## src/rtl/fetch_queue_if.sv

```systemverilog
// Instruction-memory fetch bus: request/grant issue, in-order rvalid/rdata return.
interface fetch_queue_if;
  logic        imem_req;
  logic [31:0] imem_addr;
  logic        imem_gnt;
  logic        imem_rvalid;
  logic [31:0] imem_rdata;

  modport master (output imem_req, imem_addr, input imem_gnt, imem_rvalid, imem_rdata);
  modport slave  (input imem_req, imem_addr, output imem_gnt, imem_rvalid, imem_rdata);
endinterface

```

## src/rtl/fetch_queue.sv

```systemverilog
// Fetch front end: sequential imem requests, PC-tagged response FIFO, decode output register.
// Optional FETCH_BYPASS_EN: a response arriving on an empty FIFO goes straight to the output register.
module fetch_queue #(
  parameter logic [31:0] RESET_PC  = 32'h1000_0000,
  parameter int          DEPTH     = 4,
  parameter logic [31:0] NOP_INSTR = 32'h0000_0033
) (
  input  logic                clk,
  input  logic                rst,
  fetch_queue_if.master       imem,
  input  logic                redirect,
  input  logic [31:0]         redirect_pc,
  input  logic                stall,
  output logic [31:0]         InstrD,
  output logic [31:0]         PCD,
  output logic                ValidD
);
  localparam int PW = $clog2(DEPTH);
  localparam int CW = PW + 1;
  localparam int SW = CW + 1;

  localparam logic [1:0] BOOT  = 2'd0;
  localparam logic [1:0] RUN   = 2'd1;
  localparam logic [1:0] DRAIN = 2'd2;

  typedef struct packed {
    logic [31:0] pc;
    logic [31:0] instr;
  } entry_t;

  logic [1:0]    state;
  logic [31:0]   fetchAddr;
  logic [CW-1:0] outstanding, discardCnt, fifoCount, outNext;
  logic [31:0]   tagMem [DEPTH];
  logic [PW-1:0] tagWr, tagRd;
  entry_t        fifoMem [DEPTH];
  logic [PW-1:0] wrPtr, rdPtr;

  logic [SW-1:0] credits;
  logic issue, rsp, keep, push, pop, bypass, fifoEmpty;
  entry_t rspEntry;

  assign credits        = {1'b0, fifoCount} + {1'b0, outstanding};
  assign imem.imem_req  = (state == RUN) && (credits < SW'(DEPTH));
  assign imem.imem_addr = fetchAddr;

  assign issue     = imem.imem_req && imem.imem_gnt;
  // rvalid with nothing outstanding is a protocol violation and is ignored
  assign rsp       = imem.imem_rvalid && (outstanding != '0);
  assign keep      = rsp && (discardCnt == '0) && !redirect;
  assign fifoEmpty = (fifoCount == '0);
`ifdef FETCH_BYPASS_EN
  assign bypass    = keep && fifoEmpty && !stall;
`else
  assign bypass    = 1'b0;
`endif
  assign push      = keep && !bypass;
  assign pop       = !redirect && !stall && !fifoEmpty;
  assign outNext   = outstanding + CW'(issue) - CW'(rsp);
  assign rspEntry  = '{pc: tagMem[tagRd], instr: imem.imem_rdata};

  // Control: FSM, fetch address, credit and discard counters, tag pointers
  always_ff @(posedge clk or posedge rst) begin
    if (rst) begin
      state       <= BOOT;
      fetchAddr   <= RESET_PC;
      outstanding <= '0;
      discardCnt  <= '0;
      tagWr       <= '0;
      tagRd       <= '0;
    end else begin
      outstanding <= outNext;
      if (issue) tagWr <= tagWr + 1'b1;
      if (rsp)   tagRd <= tagRd + 1'b1;
      if (redirect) begin
        // anything still in flight after this cycle is stale, including a same-cycle grant
        fetchAddr  <= {redirect_pc[31:2], 2'b00};
        discardCnt <= outNext;
        state      <= (state == DRAIN || outNext != '0) ? DRAIN : RUN;
      end else begin
        if (issue) fetchAddr <= fetchAddr + 32'd4;
        if (rsp && discardCnt != '0) discardCnt <= discardCnt - 1'b1;
        case (state)
          BOOT:    state <= RUN;
          DRAIN:   if (discardCnt == '0) state <= RUN;
          default: state <= state;
        endcase
      end
    end
  end

  always_ff @(posedge clk) begin
    if (issue) tagMem[tagWr] <= fetchAddr;
    if (push)  fifoMem[wrPtr] <= rspEntry;
  end

  always_ff @(posedge clk or posedge rst) begin
    if (rst) begin
      wrPtr     <= '0;
      rdPtr     <= '0;
      fifoCount <= '0;
    end else if (redirect) begin
      wrPtr     <= '0;
      rdPtr     <= '0;
      fifoCount <= '0;
    end else begin
      if (push) wrPtr <= wrPtr + 1'b1;
      if (pop)  rdPtr <= rdPtr + 1'b1;
      fifoCount <= fifoCount + CW'(push) - CW'(pop);
    end
  end

  // Decode register: PCD keeps its last value across bubbles
  always_ff @(posedge clk or posedge rst) begin
    if (rst) begin
      InstrD <= NOP_INSTR;
      PCD    <= RESET_PC;
      ValidD <= 1'b0;
    end else if (redirect) begin
      InstrD <= NOP_INSTR;
      ValidD <= 1'b0;
    end else if (!stall) begin
      if (!fifoEmpty) begin
        InstrD <= fifoMem[rdPtr].instr;
        PCD    <= fifoMem[rdPtr].pc;
        ValidD <= 1'b1;
      end else if (bypass) begin
        InstrD <= rspEntry.instr;
        PCD    <= rspEntry.pc;
        ValidD <= 1'b1;
      end else begin
        InstrD <= NOP_INSTR;
        ValidD <= 1'b0;
      end
    end
  end
endmodule

```

## src/flat_wrapper.sv

```systemverilog
// flat-port wrapper written by rule: the top's interface ports become plain ports
module fetch_queue_flat 
#(
  parameter logic [31:0] RESET_PC  = 32'h1000_0000,
  parameter int          DEPTH     = 4,
  parameter logic [31:0] NOP_INSTR = 32'h0000_0033
)
  (clk, rst, redirect, redirect_pc, stall, InstrD, PCD, ValidD, imem_imem_req, imem_imem_addr, imem_imem_gnt, imem_imem_rvalid, imem_imem_rdata);
  fetch_queue_if imem_i ();
  input  logic clk;
  input  logic rst;
  input  logic redirect;
  input  logic [31:0] redirect_pc;
  input  logic stall;
  output logic [31:0] InstrD;
  output logic [31:0] PCD;
  output logic ValidD;
  output wire logic [$bits(imem_i.imem_req)-1:0] imem_imem_req;
  output wire logic [$bits(imem_i.imem_addr)-1:0] imem_imem_addr;
  input wire logic [$bits(imem_i.imem_gnt)-1:0] imem_imem_gnt;
  input wire logic [$bits(imem_i.imem_rvalid)-1:0] imem_imem_rvalid;
  input wire logic [$bits(imem_i.imem_rdata)-1:0] imem_imem_rdata;
  assign imem_imem_req = imem_i.imem_req;
  assign imem_imem_addr = imem_i.imem_addr;
  assign imem_i.imem_gnt = imem_imem_gnt;
  assign imem_i.imem_rvalid = imem_imem_rvalid;
  assign imem_i.imem_rdata = imem_imem_rdata;
  fetch_queue #(.RESET_PC(RESET_PC), .DEPTH(DEPTH), .NOP_INSTR(NOP_INSTR)) u_core (.clk(clk), .rst(rst), .imem(imem_i), .redirect(redirect), .redirect_pc(redirect_pc), .stall(stall), .InstrD(InstrD), .PCD(PCD), .ValidD(ValidD));
endmodule
```

## config.mk

```make
export PLATFORM = sky130hd
export DESIGN_NAME = fetch_queue_flat
export DESIGN_NICKNAME = d
export VERILOG_FILES = /design/src/rtl/fetch_queue_if.sv /design/src/rtl/fetch_queue.sv /design/src/flat_wrapper.sv
export SDC_FILE = /design/constraint.sdc
export NUM_CORES = 1
export LEC_CHECK = 0
export ABC_AREA = 1
export CAP_MARGIN = 10
export CORE_AREA = 2 2 179 313
export CTS_CLUSTER_DIAMETER = 200
export DETAILED_ROUTE_END_ITERATION = 6
export DIE_AREA = 0 0 181 315
export SLEW_MARGIN = 20
export SYNTH_ARGS = -nofsm -noshare
export SYNTH_HDL_FRONTEND = slang
export SYNTH_SLANG_ARGS = --single-unit
```

## constraint.sdc

```tcl
create_clock -name clk -period 5.41 [get_ports clk]
set_clock_uncertainty 0.2 [all_clocks]
set_input_delay 1.082 -clock clk [delete_from_list [all_inputs] [get_ports clk]]
set_output_delay 1.082 -clock clk [all_outputs]
set_load 0.03 [all_outputs]
```

==> metrics.txt <==
result of the run=finished, final reports clean; most used cells in the layout excluding fill and tap cells=sky130_fd_sc_hd__edfxtp_1 (368), sky130_fd_sc_hd__nor2_1 (320), sky130_fd_sc_hd__nand2_1 (244); normalized max-slew margin=a little under a third; post-layout min period=3.675 ns; startpoint class of the critical path=register; final RePlAce weighted congestion=0.8483; number of buffers added on ports=approximately 160; placement-stage cell area=approximately 22000 µm²; Root Buffer=sky130_fd_sc_hd__clkbuf_16; number of nets in the finished design=1912; number of violations of the max-capacitance limit=0; RSZ-0062 raised after global routing=false; drt first pass iters=5; critical path endpoint category=primary output; fraction of final layout cells sized beyond drive strength 1=about 7.4%; upper clock frequency limit=~270 MHz; pin count of the biggest net entering global routing=69; synth-to-layout area growth=19.36%; Mapped Area=around 19000 µm²; largest cells by area after synthesis=sky130_fd_sc_hd__edfxtp_1 (57%), sky130_fd_sc_hd__dfrtp_1 (14%), sky130_fd_sc_hd__nor2_1 (6.3%), sky130_fd_sc_hd__o21ai_0 (5.2%), sky130_fd_sc_hd__nand2_1 (4.7%); number of levels in the clock H-tree=2; smallest setup slack after layout=about 1.7 ns; total half-perimeter wirelength after legalization and detailed placement=29440 µm; placement-stage worst setup slack=1.462 ns; setup TNS=0 ns; number of global-route vias before repair=roughly 13000; Initial Utilization=a little over a third; Routed Wire Length=~47000 µm; Pwr Density=490.9 nW/µm²; initial drt markers=757; Die X=approximately 180 µm; Vias per Instance=between 4 and 5; I/O Pins=between 150 and 200; critical path class=register to primary output; PostCTS Resize Cnt=0; leakage power of the design=about 8.4 nW; number of antenna violations at the first check in global routing=1; Die Y=315 µm; Final period util=between 60% and 70%; longest individual stage delay on the worst path=about 0.72 ns; Arrival @ worst endpoint=2.39 ns; largest buffer count on any clock path=3; Cell Rows=between 100 and 150; highest net fanout along the worst path=3; ordered cell list for the critical path=ha_1 -> nand3b_1 -> nor2_2 -> clkdlybuf4s50_1; total setup violations reported at the end of the flow=0; pin slew with the least headroom to its limit=roughly 1 ns; setup repair bufs after CTS=0; area occupied by registers=13870 µm²; global-route wire length before repair=just over 70000 µm; largest area contributor in the synthesized netlist=sky130_fd_sc_hd__edfxtp_1; final count of pins violating max slew=0; final non-filler cell area=roughly 23000 µm²; Slowest-stage cell, CP=sky130_fd_sc_hd__clkdlybuf4s50_1; commonest non-fill, non-tap cell in the layout=sky130_fd_sc_hd__edfxtp_1; Sinks on Clock Net=480; required time of the critical path=around 4.1 ns; Worst-path clk slew=around 0.06 ns; area of combinational cells with multiple inputs=around 4800 µm²; number of flip-flops and latches in the synthesized netlist=480; via count=roughly 13000; Routed WL per cell=around 18 µm; TritonCTS clock tree=yes; clock latency reported for the late side of the worst-skew pair=~0.55 ns; final hold violation count=0; gr usage total=between 10% and 20%; number of buffers inserted by hold repair at cts=0; Detail Route Antenna Nets=0; TritonCTS Buffers=45; core area=between 50000 and 60000 µm²; number of remaining DRC errors=0; class of the most critical hold timing path=register to register; Gate Count Post-Synth=1679; Die Footprint=roughly 57000 µm²; Avg Synthesized Cell Area=around 12 µm²; warning count from the yosys run=0; filler cell count=roughly 5000; part of the Yosys area used for sequential elements=71.41%; number of distinct library cell variants in the gate-level netlist after synthesis=35; top-area cell type share of the netlist area=56.93%; Overflow after GRT=0; worst vdd ir=0.0002277 V
[worst paths after layout]
path                                     startpoint                 to  slack [ns]  cells after the start
max in group asynchronous                       rst   u_core.InstrD[1]        3.14                      3
worst max-delay path            u_core.fifoCount[2]      imem_imem_req        1.74                      4
worst min-delay path              u_core.InstrD[16]  u_core.InstrD[16]        0.31                      2
worst min register to register    u_core.InstrD[16]  u_core.InstrD[16]        0.31                      2
worst max register to register  u_core.fifoCount[2]    u_core.state[0]        2.23                     10
min in group asynchronous                       rst   u_core.InstrD[8]        0.87                      2
[synth_stat cells]
master                     instances
sky130_fd_sc_hd__o21ai_1           2
sky130_fd_sc_hd__clkinv_1          1
sky130_fd_sc_hd__xnor2_1           6
sky130_fd_sc_hd__fa_1              2
sky130_fd_sc_hd__nand2_2           3
sky130_fd_sc_hd__buf_6             3
sky130_fd_sc_hd__buf_2            31
sky130_fd_sc_hd__nand3b_1          1
sky130_fd_sc_hd__inv_2             4
sky130_fd_sc_hd__a31oi_1          30
sky130_fd_sc_hd__and2_1            1
sky130_fd_sc_hd__nand2_4           1
sky130_fd_sc_hd__dfstp_2           6
sky130_fd_sc_hd__edfxtp_1        368
sky130_fd_sc_hd__clkbuf_1         43
sky130_fd_sc_hd__inv_4             2
sky130_fd_sc_hd__xor2_1            4
sky130_fd_sc_hd__a21oi_1           2
sky130_fd_sc_hd__ha_1             17
sky130_fd_sc_hd__buf_1             3
sky130_fd_sc_hd__o21ai_0         200
sky130_fd_sc_hd__buf_4            12
sky130_fd_sc_hd__o22ai_1          58
sky130_fd_sc_hd__o211ai_1          6
sky130_fd_sc_hd__nor2_2            9
sky130_fd_sc_hd__dfrtp_1         106
sky130_fd_sc_hd__nand2_1         244
sky130_fd_sc_hd__nand3_2           1
sky130_fd_sc_hd__conb_1            1
sky130_fd_sc_hd__nand3_1          98
sky130_fd_sc_hd__o21bai_1          7
sky130_fd_sc_hd__or2_2             2
sky130_fd_sc_hd__inv_1            76
sky130_fd_sc_hd__nor2_1          328
sky130_fd_sc_hd__o31ai_1           1
[state kept, by name, summed over array words and instances, names as in the netlist]
name,flops
u_core.fifoMem,248
u_core.tagMem,120
u_core.InstrD,32
u_core.PCD,30
u_core.imem.imem_addr,30
u_core.discardCnt,3
u_core.fifoCount,3
u_core.outstanding,3
u_core.rdPtr,2
u_core.state,2
u_core.tagRd,2
u_core.tagWr,2
u_core.wrPtr,2
u_core.ValidD,1
[layout make-up]
class                      count  share of cell area [%]
timing repair buffer         186                   7.799
inverter                      83                   1.383
sequential                   480                   59.85
multi-input combinational   1027                   20.86
antenna                        1                 0.01080
tap                          696                   3.759
clock inverter                22                  0.9181
clock buffer                  61                   5.422
[report_power, final]
group | switching, mW | internal, mW | leakage (nW)
sequential | 0.402 | 4.63 | 4.68
clock | 1.35 | 1.78 | 0.707
combinational | 2.15 | 1.07 | 3.06
[cells by family (layout without fill, tap and decap cells)]
group                      after synthesis  count (layout)  synth area share (%)
and+or+nand+nor                        688             688                 14.22
buffers and inverters                  175             352                 3.958
DFF                                    480             480                 71.41
xor gates and xnor gates                10              10                0.4512
other                                    1               5               0.01932
adders and majority gates               19              19                 1.302
AOI/OAI and AO/OA                      306             306                 8.638
[per-layer routing]
metal | share of wire [%] | global-route usage, % | wire length [µm]
met1 | 38 | 17.78 | 17740
met4 | 3.5 | 6.559 | 1641
met2 | 55 | 31.83 | 25820
met5 | 0 | 0 | 0
met3 | 3.9 | 2.125 | 1857
[stage by stage]
step           instances  power [mW]  utilization (%)  hold slack, ns
2_1_floorplan       1682       7.123                -          0.2861
3_3_place_gp        2472       8.265            39.61          0.2926
3_5_place_dp        2472       8.372            39.61          0.2978
4_1_cts             2555       11.52            42.29          0.3163
5_1_grt             2556       11.99            42.30          0.3367
6_report            2556       11.37            42.30          0.3098
[critical path: cells and delay by family (launching register included)]
| family | cells | cell delay [ns] |
|---|---|---|
| buffers and inverters | 1 | 0.72 |
| and+or+nand+nor | 2 | 0.42 |
| DFF | 1 | 0.41 |
| adders and majority gates | 1 | 0.29 |
Power figures use the tool's default switching activity.
